### config.mk
export PLATFORM = sky130hd
export DESIGN_NAME = instruction_loader
export DESIGN_NICKNAME = d
export VERILOG_FILES = /design/src/rtl/instruction_loader.sv
export SDC_FILE = /design/constraint.sdc
export NUM_CORES = 1
export LEC_CHECK = 0
export ABC_AREA = 0
export CAP_MARGIN = 20
export CORE_ASPECT_RATIO = 1.75
export CORE_MARGIN = 2
export CORE_UTILIZATION = 48
export DETAILED_ROUTE_END_ITERATION = 12
export PLACE_DENSITY_LB_ADDON = 0.1
export SYNTH_ARGS = -nofsm -noshare
export SYNTH_HDL_FRONTEND = slang
export SYNTH_SLANG_ARGS = --single-unit
### constraint.sdc
create_clock -name clk -period 2.9 [get_ports clk]
set_input_delay 0.29 -clock clk [delete_from_list [all_inputs] [get_ports clk]]
set_output_delay 0.29 -clock clk [all_outputs]
set_load 0.02 [all_outputs]
### src/rtl/instruction_loader.sv
// Assembles a UART byte stream into instruction words, loads them, and sequences run/halt.
// Optional single-step support: define INSTRUCTION_LOADER_STEP_EN.
module instruction_loader #(
    parameter int INSTRUCTION_LENGTH = 32,
    parameter int PC_LENGTH = 32,
    parameter int MEM_DEPTH = 64,
    parameter logic [INSTRUCTION_LENGTH-1:0] HALT_WORD = 32'hFFFF_FFFF,
    parameter logic [7:0] CMD_LOAD = 8'h4C,
    parameter logic [7:0] CMD_RUN = 8'h52
) (
    input  logic                          clk,
    input  logic                          reset,
    input  logic [7:0]                    rx_data,
    input  logic                          rx_done,
    input  logic                          halt_detected,
    output logic                          wr_memory_instruction_enable,
    output logic [INSTRUCTION_LENGTH-1:0] instruction_to_write,
    output logic [PC_LENGTH-1:0]          address_to_write,
    output logic                          mips_enable,
    output logic                          load_done,
    output logic                          load_error,
    output logic [31:0]                   word_count
`ifdef INSTRUCTION_LOADER_STEP_EN
    ,
    output logic [31:0]                   step_count
`endif
);

    localparam logic [31:0] DEPTH_W = 32'(MEM_DEPTH);
    localparam logic [7:0] CMD_STEP = 8'h53;

    typedef enum logic [2:0] {
        IDLE,
        RECV,
        WRITE,
        READY,
        RUN,
        ERROR
    } state_t;

    state_t                        state_q, state_d;
    logic [1:0]                    byte_idx_q, byte_idx_d;
    logic [INSTRUCTION_LENGTH-1:0] asm_q, asm_d;
    logic [PC_LENGTH-1:0]          addr_q, addr_d;
    logic [31:0]                   word_count_q, word_count_d;
    logic                          load_done_q, load_done_d;
`ifdef INSTRUCTION_LOADER_STEP_EN
    logic                          step_q, step_d;
    logic [31:0]                   step_count_q, step_count_d;
`endif

    always_ff @(posedge clk or negedge reset) begin
        if (!reset) begin
            state_q      <= IDLE;
            byte_idx_q   <= '0;
            asm_q        <= '0;
            addr_q       <= '0;
            word_count_q <= '0;
            load_done_q  <= 1'b0;
`ifdef INSTRUCTION_LOADER_STEP_EN
            step_q       <= 1'b0;
            step_count_q <= '0;
`endif
        end else begin
            state_q      <= state_d;
            byte_idx_q   <= byte_idx_d;
            asm_q        <= asm_d;
            addr_q       <= addr_d;
            word_count_q <= word_count_d;
            load_done_q  <= load_done_d;
`ifdef INSTRUCTION_LOADER_STEP_EN
            step_q       <= step_d;
            step_count_q <= step_count_d;
`endif
        end
    end

    always_comb begin
        state_d      = state_q;
        byte_idx_d   = byte_idx_q;
        asm_d        = asm_q;
        addr_d       = addr_q;
        word_count_d = word_count_q;
        load_done_d  = load_done_q;
`ifdef INSTRUCTION_LOADER_STEP_EN
        step_d       = 1'b0;
        step_count_d = step_count_q;
`endif
        unique case (state_q)
            IDLE: begin
                if (rx_done && rx_data == CMD_LOAD) begin
                    state_d      = RECV;
                    addr_d       = '0;
                    word_count_d = '0;
                    byte_idx_d   = '0;
                    load_done_d  = 1'b0;
                end
            end
            RECV: begin
                if (rx_done) begin
                    asm_d      = {asm_q[INSTRUCTION_LENGTH-9:0], rx_data};
                    byte_idx_d = byte_idx_q + 2'd1;
                    if (byte_idx_q == 2'd3) begin
                        state_d = WRITE;
                    end
                end
            end
            WRITE: begin
                addr_d       = addr_q + PC_LENGTH'(4);
                word_count_d = word_count_q + 32'd1;
                if (asm_q == HALT_WORD) begin
                    state_d     = READY;
                    load_done_d = 1'b1;
                end else if (word_count_q + 32'd1 == DEPTH_W) begin
                    state_d = ERROR;
                end else begin
                    state_d = RECV;
                    // A byte landing during the write opens the next word.
                    if (rx_done) begin
                        asm_d      = {asm_q[INSTRUCTION_LENGTH-9:0], rx_data};
                        byte_idx_d = 2'd1;
                    end
                end
            end
            READY: begin
                if (rx_done && rx_data == CMD_LOAD) begin
                    state_d      = RECV;
                    addr_d       = '0;
                    word_count_d = '0;
                    byte_idx_d   = '0;
                    load_done_d  = 1'b0;
                end else if (rx_done && rx_data == CMD_RUN) begin
                    state_d = RUN;
`ifdef INSTRUCTION_LOADER_STEP_EN
                end else if (rx_done && rx_data == CMD_STEP) begin
                    step_d       = 1'b1;
                    step_count_d = step_count_q + 32'd1;
`endif
                end
            end
            RUN: begin
                if (halt_detected) begin
                    state_d = READY;
                end
            end
            ERROR: begin
                if (rx_done && rx_data == CMD_LOAD) begin
                    state_d      = RECV;
                    addr_d       = '0;
                    word_count_d = '0;
                    byte_idx_d   = '0;
                    load_done_d  = 1'b0;
                end
            end
            default: begin
                state_d = IDLE;
            end
        endcase
    end

    assign wr_memory_instruction_enable = (state_q == WRITE);
    assign instruction_to_write = asm_q;
    assign address_to_write = addr_q;
    assign load_done = load_done_q;
    assign load_error = (state_q == ERROR);
    assign word_count = word_count_q;
`ifdef INSTRUCTION_LOADER_STEP_EN
    assign mips_enable = (state_q == RUN) | step_q;
    assign step_count = step_count_q;
`else
    assign mips_enable = (state_q == RUN);
`endif

endmodule

==> results.md <==
* Outcome: finished, final reports clean
* Cell Rows at 55
* Max-slew headroom at 0.258
* Min Tclk post-route at 2.80 ns
* Yosys cell types at 57
* Simple-gate share of the synthesized area at 0.229
* Layout cells sized above 1 at 0.184
* Nets at about 860
* Total track usage at 0.263
* Final Power at 6740 uW
* Post-synth ARST share at 1.00
* Sequential fraction of the synthesis area at 0.402
* Initial Util at 0.486
* Synth-to-layout area growth at 34.6%
* Multiplexer share of the synthesized area at 0.00503
* Max_cap viols at 0
* Switch Pwr at approximately 2900 uW
* Type of the worst min-delay path: in2async
* Routed WL at 18.6 mm
* Cells after synthesis at between 700 and 800
* Critical Path RT at roughly 3.1 ns
* Number of buffers added on ports at between 100 and 150
* Compound-cell area share of the yosys netlist at 0.263
* PwrDens at 805 nW/um2
* Fin cells at 1024
* R2r startpoint: word_count[5]
* Die H at ~150 um
* Layout Cell Area excl Fill at ~8400 um2
* Core ar. at 12800 um2
* Number of max-slew violations in the final report at 0
* Synth cell count leaders: dfrtp_1, nand2_1, nor2_1, clkbuf_1, o21ai_0
* Post-Synth Adder-Cell Area at 0.00603
* Max Freq at 0.357 GHz
* Placed cells at 999
* Logic pwr share at 0.464
* Crit-path max FO at 16
* Die width at between 90 and 100 um
* Fill count at 1076
* GRT overflow at 0
* Final worst path period share at 0.967
* HPWL Detailed at 12.7 mm
* XOR/XNOR share of the synthesized area at 0.0465
* Crit end category: flip-flop
* Flop-to-flop setup slack at 0.1 ns
* Final GP Congestion at 0.860
* Worst EP arrival at 3.03 ns
* Max Buffers Root-to-Sink at 2
* Clock power share at 0.193
* Routed wl met2 at 10.1 mm
* Synth Flop Type: dfrtp_1
* Setup violators final at 0
* Pint at 3870 uW
* Largest area contributor in the netlist: dfrtp_1
* WL per Instance at 18.1 um
* Count of flip-flops with a built-in enable after synthesis at 0
* Later-pin clock latency in the skew report at 0.35 ns
* Top layer in use: met4
* Pre-antenna DRT Iters at 6
* Top-count cell post-synth: dfrtp_1
* Synthesis Warnings at 0
* Sequential power share at 0.343
* ANT cells at 0
* Largest net degree at the start of global routing at 48
* Clock Sinks at 100
* Largest family of logic cells by synthesized area: compound AO/OA/AOI/OAI gates
* Final Worst Setup Slack at 0.0971 ns
* Reg clk slew, reported paths at 0.07 ns
* H-tree depth at 3
* Root Driver: clkbuf_16
* First-pass GRT wire length at 30.3 mm
* DRT met1 WL at 7.18 mm
* Dpl cell area at 7870 um2
* Slew @ Worst Pin at between 1 and 1.5 ns
* Switching share of power at 0.426
* 1st-iter DRT viols at 470
* Die Area at approximately 14000 um2
* CTS tree: built
* Fin. Hold Viols at 0
* Antenna violations before repair at 0
* Setup Skew at 0.0110 ns
* Vias in the first global route at about 6000
* DR WL met3 at 748 um
* Io pins at 112
* Yosys top cell area share at 0.402
* Detail Route Antenna Nets at 0
* Post-Syn Area at 6220 um2
* R2R Path End: instruction_to_write[18]
* R2R depth at 9
* Min Hold Slack at 0.443 ns
* # DRC at 0
* CTS buffer count at 9
* DP Worst Slack at -0.157 ns
* Post-synthesis register bit count at 100
* Vias/cell at 6.15
* Setup CP Type: reg2reg
* Startpoint types: flip-flop
* Mapped Avg Cell Area at 8.78 um2
* Vias at about 6300
* Worst VDD drop at 432 uV
* Area contributors post-synth: dfrtp_1, o211ai_2, nand2_1
* Leak at 0.00337 uW
[state kept, by name, summed over array words and instances, names as in the netlist]
register and count:
byte_idx_q 2, address_to_write 30, word_count 32, instruction_to_write 32, load_done 1, state_q 3
[cells by family after synthesis]
logic type                 after synthesis
and+or+nand+nor                        277
adders and majority gates                3
DFF                                    100
xor gates and xnor gates                33
other                                    1
muxes                                    3
AOI/OAI and AO/OA                      223
buffers and inverters                   69
[power by group through the flow]
stage / clock network, uW / registers [uW] / logic (uW)
4_1_cts: 1330 / 2300 / 3100
5_1_grt: 1390 / 2360 / 3400
3_3_place_gp: 0 / 2290 / 3000
2_1_floorplan: 0 / 2520 / 1550
6_report: 1300 / 2310 / 3130
3_5_place_dp: 0 / 2320 / 3080
[cells in the final DEF (no fill, tap or decap), types with 4 or more instances in the layout]
master           instances
inv_1                   10
or3_1                   10
dfrtp_2                  4
o21ai_0                 43
or2_2                    4
a22oi_1                 32
nor3_1                   9
dfrtp_1                 96
buf_4                   69
nand4_1                 27
or4_1                    4
o31ai_1                 12
nor2_1                  50
a31oi_1                 13
clkbuf_16               10
xor2_1                  21
xnor2_1                 10
a21o_1                   4
o22ai_1                  5
nor4_1                   6
buf_12                   5
o211ai_2                30
clkdlybuf4s50_1        108
nand2_1                 86
nand3_1                 29
o211ai_1                36
and3_1                  13
a21oi_1                 28
nor3_2                   4
[worst max-delay path: stages (launching register included)]
cell and delay (ns):
dfrtp_2 0.41, nand4_1 0.23, or4_4 0.65, a21oi_2 0.18, o22ai_1 0.10, a21o_1 0.19, or3_4 0.43, clkbuf_16 0.21
o211ai_2 0.15, o211ai_1 0.11
[per-layer routing]
layer	global-route usage	up-vias
met2	0.472	229
met4	0.111	0
met1	0.316	3117
met3	0.0356	38
met5	0	-
li1	-	2915
[per-stage QoR]
step	util	TNS (ns)
after global routing	0.654	-0.0223
after detailed placement	0.615	-0.934
final	0.654	0
after CTS	0.643	0
after floorplan	-	0
after global placement	0.615	-0.398
[worst max-delay path by stage]
| stage | endpoint | slack, ns | from |
|---|---|---|---|
| floorplan | instruction_to_write[10] | 0.009 | word_count[21] |
| global placement | address_to_write[28] | -0.12 | rx_data[3] |
| detailed placement | address_to_write[28] | -0.16 | rx_data[3] |
| CTS | instruction_to_write[0] | 0.02 | word_count[8] |
| global route | instruction_to_write[31] | -0.01 | word_count[9] |
| finish | instruction_to_write[18] | 0.1 | word_count[5] |
[repair_timing]
item	4_1_cts	5_1_grt
endpoints found under the setup margin	28	33
cloned	0	1
hold buffers	1	0
pin swaps	2	7
gates resized for setup	3	17
setup buffers	2	5
hold endpoints to repair	34	0
[final cells by class]
class                           count  area [um2]  area share
Inverter                           10        37.5     0.00448
Tap cell                          171         214      0.0256
Sequential cell                   100        2510       0.299
Multi-Input combinational cell    541        3540       0.423
Clock buffer                       11         233      0.0278
Clock inverter                      5        85.1      0.0102
Timing Repair Buffer              186        1760       0.210
Power figures use the tool's default switching activity.
